File: src/rtl/rx_uart_module_if.sv
// rtl/rx_uart_module_if.sv - serial line, enable and receive status bundle for rx_uart_module
// Master drives the line and enable; slave is the receiver.
interface rx_uart_module_if;
    logic       RX_Pin_In;
    logic       RX_En;
    logic [7:0] RX_Data;
    logic       RX_Done_Sig;
    logic       Frame_Err;
    logic       RX_Busy;

    modport master (
        output RX_Pin_In,
        output RX_En,
        input  RX_Data,
        input  RX_Done_Sig,
        input  Frame_Err,
        input  RX_Busy
    );

    modport slave (
        input  RX_Pin_In,
        input  RX_En,
        output RX_Data,
        output RX_Done_Sig,
        output Frame_Err,
        output RX_Busy
    );
endinterface

File: src/rtl/rx_uart_module.sv
// rtl/rx_uart_module.sv - 8N1 UART receiver with mid-bit sampling and framing check
// The bit counter free-runs across START/DATA/STOP so every sample lands on a bit centre.
module rx_uart_module #(
    parameter int CLKS_PER_BIT = 5208,
    parameter int HALF_BIT     = CLKS_PER_BIT >> 1
) (
    input  logic              CLK,
    input  logic              RST,
    rx_uart_module_if.slave   rx
);

    typedef enum logic [1:0] {IDLE, START, DATA, STOP} state_t;

    localparam logic [12:0] CNT_LAST = 13'(CLKS_PER_BIT - 1);
    localparam logic [12:0] CNT_HALF = 13'(HALF_BIT);

    state_t      state_q, state_d;
    logic [2:0]  sync_q, sync_d;
    logic [12:0] cnt_q, cnt_d;
    logic [2:0]  idx_q, idx_d;
    logic [7:0]  shift_q, shift_d;
    logic [7:0]  rx_data_q, rx_data_d;
    logic        done_q, done_d;
    logic        ferr_q, ferr_d;
    logic        busy_q, busy_d;

    logic rx_s;
    logic fall;
    logic sample;
    logic abort;

    // sync_q[1] is the synchronized line, sync_q[2] its previous value
    assign rx_s   = sync_q[1];
    assign fall   = sync_q[2] & ~sync_q[1];
    assign sample = (cnt_q == CNT_HALF);
    assign abort  = (state_q != IDLE) && !rx.RX_En;
    assign sync_d = {sync_q[1:0], rx.RX_Pin_In};

    always_ff @(posedge CLK or posedge RST) begin
        if (RST) begin
            state_q   <= IDLE;
            sync_q    <= 3'b111;
            cnt_q     <= '0;
            idx_q     <= '0;
            shift_q   <= '0;
            rx_data_q <= '0;
            done_q    <= 1'b0;
            ferr_q    <= 1'b0;
            busy_q    <= 1'b0;
        end else begin
            state_q   <= state_d;
            sync_q    <= sync_d;
            cnt_q     <= cnt_d;
            idx_q     <= idx_d;
            shift_q   <= shift_d;
            rx_data_q <= rx_data_d;
            done_q    <= done_d;
            ferr_q    <= ferr_d;
            busy_q    <= busy_d;
        end
    end

    always_comb begin
        state_d = state_q;
        if (abort) begin
            state_d = IDLE;
        end else begin
            unique case (state_q)
                IDLE:  if (rx.RX_En && fall) state_d = START;
                START: if (sample) state_d = rx_s ? IDLE : DATA;
                DATA:  if (sample && idx_q == 3'd7) state_d = STOP;
                STOP:  if (sample) state_d = IDLE;
                default: state_d = IDLE;
            endcase
        end
    end

    always_comb begin
        cnt_d     = '0;
        idx_d     = idx_q;
        shift_d   = shift_q;
        rx_data_d = rx_data_q;
        done_d    = 1'b0;
        ferr_d    = 1'b0;
        busy_d    = (state_d != IDLE);
        if (state_q == IDLE || abort) begin
            idx_d = '0;
        end else begin
            cnt_d = (cnt_q == CNT_LAST) ? '0 : cnt_q + 13'd1;
            if (sample) begin
                unique case (state_q)
                    START: idx_d = '0;
                    DATA: begin
                        shift_d[idx_q] = rx_s;
                        idx_d          = idx_q + 3'd1;
                    end
                    STOP: begin
                        done_d = rx_s;
                        ferr_d = ~rx_s;
                        if (rx_s) rx_data_d = shift_q;
                    end
                    default: idx_d = '0;
                endcase
            end
        end
    end

    assign rx.RX_Data     = rx_data_q;
    assign rx.RX_Done_Sig = done_q;
    assign rx.Frame_Err   = ferr_q;
    assign rx.RX_Busy     = busy_q;

endmodule

File: src/flat_wrapper.sv
// flat-port wrapper written by rule: the top's interface ports become plain ports
module rx_uart_module_flat 
#(
    parameter int CLKS_PER_BIT = 5208,
    parameter int HALF_BIT     = CLKS_PER_BIT >> 1
)
  (CLK, RST, rx_RX_Pin_In, rx_RX_En, rx_RX_Data, rx_RX_Done_Sig, rx_Frame_Err, rx_RX_Busy);
  rx_uart_module_if rx_i ();
  input  logic CLK;
  input  logic RST;
  input wire logic [$bits(rx_i.RX_Pin_In)-1:0] rx_RX_Pin_In;
  input wire logic [$bits(rx_i.RX_En)-1:0] rx_RX_En;
  output wire logic [$bits(rx_i.RX_Data)-1:0] rx_RX_Data;
  output wire logic [$bits(rx_i.RX_Done_Sig)-1:0] rx_RX_Done_Sig;
  output wire logic [$bits(rx_i.Frame_Err)-1:0] rx_Frame_Err;
  output wire logic [$bits(rx_i.RX_Busy)-1:0] rx_RX_Busy;
  assign rx_i.RX_Pin_In = rx_RX_Pin_In;
  assign rx_i.RX_En = rx_RX_En;
  assign rx_RX_Data = rx_i.RX_Data;
  assign rx_RX_Done_Sig = rx_i.RX_Done_Sig;
  assign rx_Frame_Err = rx_i.Frame_Err;
  assign rx_RX_Busy = rx_i.RX_Busy;
  rx_uart_module #(.CLKS_PER_BIT(CLKS_PER_BIT), .HALF_BIT(HALF_BIT)) u_core (.CLK(CLK), .RST(RST), .rx(rx_i));
endmodule
File: config.mk
export PLATFORM = sky130hd
export DESIGN_NAME = rx_uart_module_flat
export DESIGN_NICKNAME = d
export VERILOG_FILES = /design/src/rtl/rx_uart_module_if.sv /design/src/rtl/rx_uart_module.sv /design/src/flat_wrapper.sv
export SDC_FILE = /design/constraint.sdc
export NUM_CORES = 1
export LEC_CHECK = 0
export ABC_AREA = 1
export BUFFER_PORTS_ARGS = -buffer_cell sky130_fd_sc_hd__buf_2
export CORE_MARGIN = 4
export CORE_UTILIZATION = 55
export CTS_CLUSTER_SIZE = 16
export DETAILED_ROUTE_END_ITERATION = 8
export PLACE_DENSITY_LB_ADDON = 0.25
export SLEW_MARGIN = 20
export SYNTH_ARGS = -nofsm -noshare
export SYNTH_HDL_FRONTEND = slang
export SYNTH_SLANG_ARGS = --single-unit
File: constraint.sdc
create_clock -name CLK -period 1.9 [get_ports CLK]
set_clock_uncertainty 0.1 [all_clocks]
set_input_delay 0.19 -clock CLK [delete_from_list [all_inputs] [get_ports CLK]]
set_output_delay 0.19 -clock CLK [all_outputs]
set_load 0.02 [all_outputs]
== After elaboration in Yosys (flattened, before gate mapping) ==
Cells that the tools add are included.
Storage, ports and cells
  output and inout port bits: 11
  register bits: 40
  bits of input ports: 4
  word-level logic and storage cells: 57
Cells by class
  bitwise gates (word level): 3
  add/subtract/negate cells: 2
  $lt $le $gt $ge: 2
  multiplexer cells: 21
  eq/ne operators: 7
  reductions and logical operators: 13
Operators with widths (count)
  13-bit two-way mux: 2
  13-bit by 1-bit adder with 13-bit output (second input constant): 1
  13-bit by 12-bit equality test with 1-bit output (second input constant): 1
  13-bit equality test (second input constant): 1
  2-bit two-way mux: 6
  8-bit bitwise mux: 1
  2-bit one-hot mux with 4 select lines: 1
  1-bit two-way mux: 7
  3-bit two-way mux: 2
  3-bit one-hot mux with 2 select lines: 1
  2-bit nonzero test: 3
  2-bit equality test (second input constant): 2
  1-bit logical AND: 4
  3-bit by 4-bit < comparator with 1-bit output (second input constant): 1
  4-bit AND reduction: 1
  3-bit by 1-bit adder with 3-bit output (second input constant): 1
  1-bit demux with 3-bit select: 1
  3-bit equality test (second input constant): 1
  3-bit by 1-bit greater-or-equal comparator with 1-bit output (second input constant): 1
  3-bit AND reduction: 1
  2-bit by 1-bit equality test with 1-bit output (second input constant): 1
  2-bit logical NOT: 1
  2-bit by 1-bit != test with 1-bit output (second input constant): 1
  1-bit NOT: 2
  other kinds (4): 4

== Depth between registers and ports, before layout ==
Gate-level depths: netlist of run 1.
  word-level depth: 7
  depth in mapped cells: 12
  gate-level depth less buffers: 12

== Worst setup path before layout of run 1 ==
OpenSTA, ideal clock, no wires.
  path kind: register to register
  from: register u_core.cnt_q[0]
  to: register u_core.rx_data_q[0], in the netlist u_core.rx.RX_Data[0]
  setup slack: 0.384 ns
  arrival: 1.351 ns
  stages on the path, launching flop included: 9
  buffers on the path: 0
  cell sequence: dfrtp_1 -> inv_1 -> ha_1 -> nand2_2 -> nor2_1 -> nand3_2 -> nor3_4 -> nand2_1 -> nand2_1
Between the ends
  cells in the longest elaborated chain, start to end: 2
RTL lines
  start, declared: RTL line rx_uart_module.sv:19  | logic [12:0] cnt_q, cnt_d;
  start signal, assigned: RTL line rx_uart_module.sv:53  | cnt_q <= cnt_d;
  13-bit by 12-bit equality test with 1-bit output: RTL line rx_uart_module.sv:35  | assign sample = (cnt_q == CNT_HALF);
  4-bit AND reduction (no source line)
  end signal, assigned: RTL line rx_uart_module.sv:56  | rx_data_q <= rx_data_d;
  end, declared: RTL line rx_uart_module.sv:22  | logic [7:0] rx_data_q, rx_data_d;
Every way passes these cells.
A chain may end at the register's enable or synchronous reset.

== Worst setup path in the final report of run 1 ==
  from: register u_core.cnt_q[0]
  to: register u_core.rx_data_q[5], in the netlist u_core.rx.RX_Data[5]
Same word-level chain as after synthesis.

==> flow_summary.ini, run 1 <==
[status]
outcome = complete, no violations

[detailed_routing]
dr_total_vias = 1791
drtAntennaViolNets = 0
vias_per_cell = 5.09
drc = 0
totalWireLength_microns = 4270
drt_iter0_drc = 134
wl_per_cell_microns = 12.1
dr.pass1.iters = 4

[worst_hold_path]
whs_endpoint = u_core.rx.Frame_Err$_DFF_PP0_
hp-class = input pin to flop
whs_path_depth = 3
hp-start = rx_RX_En

[clocking]
cts_tree = done
htreeDepth = 2
clk_latency_ps = 290
cts_buffer_depth = 2
cts_root_buffer = clkbuf_8
cts_inserted_buffers = 5
clock-sinks = 40
path_clk_slew_ps = 70

[yosys]
yosys_most_used_dff = dfrtp_1
synth_enable_flop_cells = 0
synthArstFlopShare = 1.00
synth-seq-cells = 40
synth_seq_area_share = 0.465
syn_area_sq_um = 2160
syn-num-nets = 284
ys_types = 29
syn_inst = 276
yosys_warnings = 0
syn_area_per_cell_sq_um = 7.83

[timing]
slew_violations = 0
finalSetupViolations = 0
fmax_ghz = 0.569
fin_crit_sh = 0.924
setup_tns_ps = 0
rsz0062_at_grt = no
hold_viol = 0
fin_crit_ps = 1760
worst_pin_slew_ps = 500
maxSlewHeadroom = 0.667

[critical_path]
rrSetupSlack_ps = 140
cp.required_ps = 2030
cp_top_family = simple AND/OR/NAND/NOR gates
path_max_fanout = 6
r2r_end = u_core.rx.RX_Data[5]$_DFFE_PP0P_
cpPeakStageDelay_ps = 440
cp_num_cells = 9
reg2regPathDepth = 9
cpMaxStageDelayCell = dfrtp_2
crit_arrival_ps = 1890
timing.critical_path.cells = inv_1 -> ha_1 -> nand2_2 -> nor2_1 -> nand3_2 -> nor3_4 -> clkbuf_2 -> nand2_1 -> nand2_1
path_common_cell = nand2_1
timing.rr.start = u_core.cnt_q[0]$_DFF_PP0_
criticalPathCategory = flop to flop
path_buf_inv = 2
endpoint_kind = flop
crit_path_start_kind = flop

[power]
power_per_cell_area_nw_per_um2 = 684
p_leak_nw = 1.18
power.total_mw = 1.68
peakVddDrop_uv = 370

[floorplan]
coreArea_sq_um = 3720
dieArea_sq_um = 5000
die_y_microns = 70.7
row_count = 22
start_util = 0.581
die_w_microns = 70.7
ios = 15

[global_routing]
grt_pass1_vias = 1748
antenna_found_initial = 0
grt_use_total = 0.190
grt_overflow = 0
grt_first_pass_wirelength_microns = 7600
grt_max_degree = 41

[layout]
final_area_sq_um = 2450
multi_input_area_sq_um = 980
fin_util = 0.659
ff_latch_area_sq_um = 1010
area_delta_synth_final_pct = 13.3
drive_gt1_frac = 0.201
fill_cells = 320
final_nets = 311
n_antenna_cell = 0

[placed_design]
dp_hpwl_microns = 3160
place_congestion = 0.892
port_buffers = 14
dpl_cell_area_sq_um = 2280

[job]
maxCapViolCount = 0
==> sequential cells by signal, indices dropped and copies added, names as in the netlist <==
| signal | flops |
|---|---|
| u_core.idx_q | 3 |
| u_core.rx.Frame_Err | 1 |
| u_core.sync_q | 3 |
| u_core.state_q | 2 |
| u_core.rx.RX_Busy | 1 |
| u_core.rx.RX_Data | 8 |
| u_core.cnt_q | 13 |
| u_core.rx.RX_Done_Sig | 1 |
| u_core.shift_q | 8 |
==> power by group <==
group / total, mW / internal, mW / switching, mW
sequential: 0.866 / 0.861 / 0.00555
clock: 0.753 / 0.463 / 0.290
combinational: 0.0558 / 0.0148 / 0.0410
total: 1.68 / 1.34 / 0.337
==> per-stage QoR <==
stage          hold WS (ps)  setup slack, ps  std cells
3_3_place_gp            196              241        339
4_1_cts                 165              138        349
3_5_place_dp            196              148        339
5_1_grt                 190             4.49        352
2_1_floorplan          94.5              384        276
6_report                176              144        352
==> cells by family (layout without fill, tap and decap cells) <==
group / after synthesis / count (layout) / share of synthesized area
fa+ha+maj: 4 / 4 / 0.0232
simple gates: 183 / 183 / 0.400
flops: 40 / 40 / 0.465
buf+inv: 40 / 68 / 0.0840
xor+xnor: 3 / 3 / 0.0122
compound gates: 6 / 6 / 0.0156
==> layer usage <==
metal,up-vias,share of wire,GRT usage
met4,0,0.018,0.0585
met2,44,0.49,0.318
met5,-,0,0
li1,921,-,-
met1,815,0.45,0.243
met3,11,0.046,0.0483
==> what timing repair did <==
item,CTS,global route
endpoints found under the setup margin,0,6
gates resized for setup,0,2
hold endpoints to repair,38,0
hold buffers,2,0
setup buffers,0,3
==> how the worst max path moves through the flow <==
stage / from / to / slack, ps
global placement: u_core.cnt_q[0]$_DFF_PP0_ / u_core.rx.RX_Data[4]$_DFFE_PP0P_ / 240
detailed placement: u_core.cnt_q[0]$_DFF_PP0_ / u_core.rx.RX_Data[0]$_DFFE_PP0P_ / 150
CTS: u_core.cnt_q[0]$_DFF_PP0_ / u_core.rx.RX_Data[0]$_DFFE_PP0P_ / 140
finish: u_core.cnt_q[0]$_DFF_PP0_ / u_core.rx.RX_Data[5]$_DFFE_PP0P_ / 140
global route: u_core.cnt_q[0]$_DFF_PP0_ / u_core.rx.RX_Data[4]$_DFFE_PP0P_ / 4
floorplan: u_core.cnt_q[0]$_DFF_PP0_ / u_core.rx.RX_Data[0]$_DFFE_PP0P_ / 380
==> worst register-to-register path, stage by stage (launching register included) <==
cell	delay (ps)
dfrtp_2	440
inv_1	90
ha_1	220
nand2_2	70
nor2_1	130
nand3_2	140
nor3_4	210
clkbuf_2	180
nand2_1	60
nand2_1	50
==> cells in the mapped netlist (all sizes together) (3+ instances only) <==
cell type	n	area (sq um)
dfrtp	37	926
dfstp	3	78.8
ha	4	50.1
inv	37	139
nand2	86	333
nand3	28	163
nand4	9	68.8
nor2	44	200
nor3	14	86.3
o21ai	3	15.0
xor2	3	26.3
==> layout make-up <==
type / count / area share
Multi-Input combinational cell: 196 / 0.400
Sequential cell: 40 / 0.411
Clock buffer: 7 / 0.0393
Inverter: 38 / 0.0588
Tap cell: 48 / 0.0245
Clock inverter: 1 / 0.0123
Timing Repair Buffer: 22 / 0.0542
==> layout by cell type, fill, tap and decap left out, types with 2 or more instances in the layout <==
| cell type | instances |
|---|---|
| dfrtp_1 | 36 |
| nand2_2 | 4 |
| nand4_1 | 7 |
| buf_2 | 14 |
| nand3_1 | 25 |
| dfstp_2 | 3 |
| ha_1 | 4 |
| nor2_4 | 2 |
| nor2_2 | 8 |
| nor2_1 | 34 |
| buf_4 | 5 |
| clkbuf_8 | 7 |
| dlygate4sd3_1 | 2 |
| nor3_2 | 2 |
| xor2_1 | 3 |
| nor3_1 | 11 |
| inv_2 | 5 |
| nand3_2 | 2 |
| inv_1 | 32 |
| nand4_2 | 2 |
| nand2_1 | 82 |
| o21ai_0 | 2 |
Note: power is estimated with default switching activity, not from simulation.
==> run 2: changes to the inputs <==
--- a/config.mk
+++ b/config.mk
@@ -8,7 +8,7 @@
 export ABC_AREA = 1
 export BUFFER_PORTS_ARGS = -buffer_cell sky130_fd_sc_hd__buf_2
 export CORE_MARGIN = 4
-export CORE_UTILIZATION = 55
+export CORE_UTILIZATION = 45
 export CTS_CLUSTER_SIZE = 16
 export DETAILED_ROUTE_END_ITERATION = 8
 export PLACE_DENSITY_LB_ADDON = 0.25
==> flow_summary.ini, run 2 (synthesized netlist as in run 1, its figures left out) <==
[global_routing]
grt_use_total = 0.151
grt_overflow = 0
antenna_found_initial = 0
grt_pass1_vias = 1669
grt_max_degree = 41
grt_first_pass_wirelength_microns = 7310

[floorplan]
start_util = 0.480
row_count = 24
coreArea_sq_um = 4500
die_y_microns = 77.3
ios = 15
dieArea_sq_um = 5970
die_w_microns = 77.3

[critical_path]
criticalPathCategory = flop to flop
path_max_fanout = 6
endpoint_kind = flop
crit_arrival_ps = 1790
timing.critical_path.cells = ha_1 -> inv_1 -> nor2_2 -> nand2_1 -> nor3_1 -> nand2_1 -> nor2_1 -> nor2_1
cpPeakStageDelay_ps = 430
path_buf_inv = 1
crit_path_start_kind = flop
cp_top_family = simple AND/OR/NAND/NOR gates
cpMaxStageDelayCell = dfrtp_1
cp.required_ps = 1990

[clocking]
cts_buffer_depth = 2
cts-resized-gates = 0
clock-sinks = 40
cts_root_buffer = clkbuf_8
clk_latency_ps = 290
path_clk_slew_ps = 80
htreeDepth = 2
post_cts_buffers = 0
cts_inserted_buffers = 5
cts_tree = done

[layout]
n_antenna_cell = 0
top_register = u_core.cnt_q
area_delta_synth_final_pct = 12.1
final_cell_mix = nand2_1 (82), dfrtp_1 (37), nor2_1 (34)
drive_gt1_frac = 0.189
largest_reg_flops = 13
layout_commonest_cell = nand2_1
final_nets = 309

[power]
p_leak_nw = 1.16
power_per_cell_area_nw_per_um2 = 667
peakVddDrop_uv = 516

[timing]
fmax_ghz = 0.589
fin_crit_sh = 0.894
finalSetupViolations = 0
maxSlewHeadroom = 0.667
hold_viol = 0
setup_tns_ps = 0
rsz0062_at_grt = no
fin_crit_ps = 1700
worst_pin_slew_ps = 499
holdWs_ps = 136
slew_violations = 0

[placed_design]
dp_hpwl_microns = 3060
port_buffers = 14
place_congestion = 0.836

[detailed_routing]
totalWireLength_microns = 4150
dr.pass1.iters = 4
drt_iter0_drc = 106
drtAntennaViolNets = 0
wl_per_cell_microns = 11.7
dr_total_vias = 1754
drc = 0
vias_per_cell = 4.95

[status]
outcome = complete, no violations

[job]
maxCapViolCount = 0

[worst_hold_path]
hp-class = input pin to flop
## run 2: final timing paths
| check | end | cells after the start | startpoint | slack, ps |
|---|---|---|---|---|
| min in group asynchronous | u_core.cnt_q[6]$_DFF_PP0_ | 4 | RST | 460 |
| worst min-delay path | u_core.state_q[0]$_DFF_PP0_ | 5 | rx_RX_En | 140 |
| worst min register to register | u_core.sync_q[1]$_DFF_PP1_ | 0 | u_core.sync_q[0]$_DFF_PP1_ | 260 |
| worst max-delay path | u_core.cnt_q[12]$_DFF_PP0_ | 8 | u_core.cnt_q[0]$_DFF_PP0_ | 200 |
| max in group asynchronous | u_core.sync_q[1]$_DFF_PP1_ | 4 | RST | 880 |
| worst max register to register | u_core.cnt_q[12]$_DFF_PP0_ | 8 | u_core.cnt_q[0]$_DFF_PP0_ | 200 |
## run 2: metal layers
metal	wire length (microns)	GRT usage
met5	0	0
met4	115	0.0694
met3	198	0.0363
met2	2020	0.254
met1	1820	0.183
## run 2: through the flow
step / instances / power [mW] / worst slack [ps] / cell area, sq um / util
finish: 354 / 1.62 / 201 / 2420 / 0.538
global placement: 343 / 0.935 / 229 / 2280 / 0.506
global route: 354 / 1.67 / 14.6 / 2420 / 0.538
floorplan: 276 / 0.924 / 384 / 2160 / -
detailed placement: 343 / 0.936 / 195 / 2280 / 0.506
CTS: 353 / 1.63 / 178 / 2410 / 0.536
## run 2: worst reg2reg max path: stages (launching register included)
cell	delay (ps)
dfrtp_1	430
ha_1	220
inv_1	70
nor2_2	170
nand2_1	130
nor3_1	240
nand2_1	80
nor2_1	110
nor2_1	50
## run 2: timing repair
item                       in CTS  in global routing
hold buffers                    2                  0
setup endpoints to repair       0                  3
hold endpoints to repair       38                  0
## run 2: report_power, final
group	internal, mW	leakage, nW	switching, mW	total (mW)
registers	0.860	0.531	0.00569	0.866
clock network	0.389	0.0541	0.306	0.694
logic	0.0146	0.570	0.0404	0.0550
total	1.26	1.16	0.352	1.62
## run 2: area by class of cell
type	count	area [sq um]
tap	52	65.1
clock buffer	5	68.8
timing repair buffer	19	113
inverter	38	144
fill	425	2080
clock inverter	3	42.5
sequential	40	1000
multi-input combinational	197	985
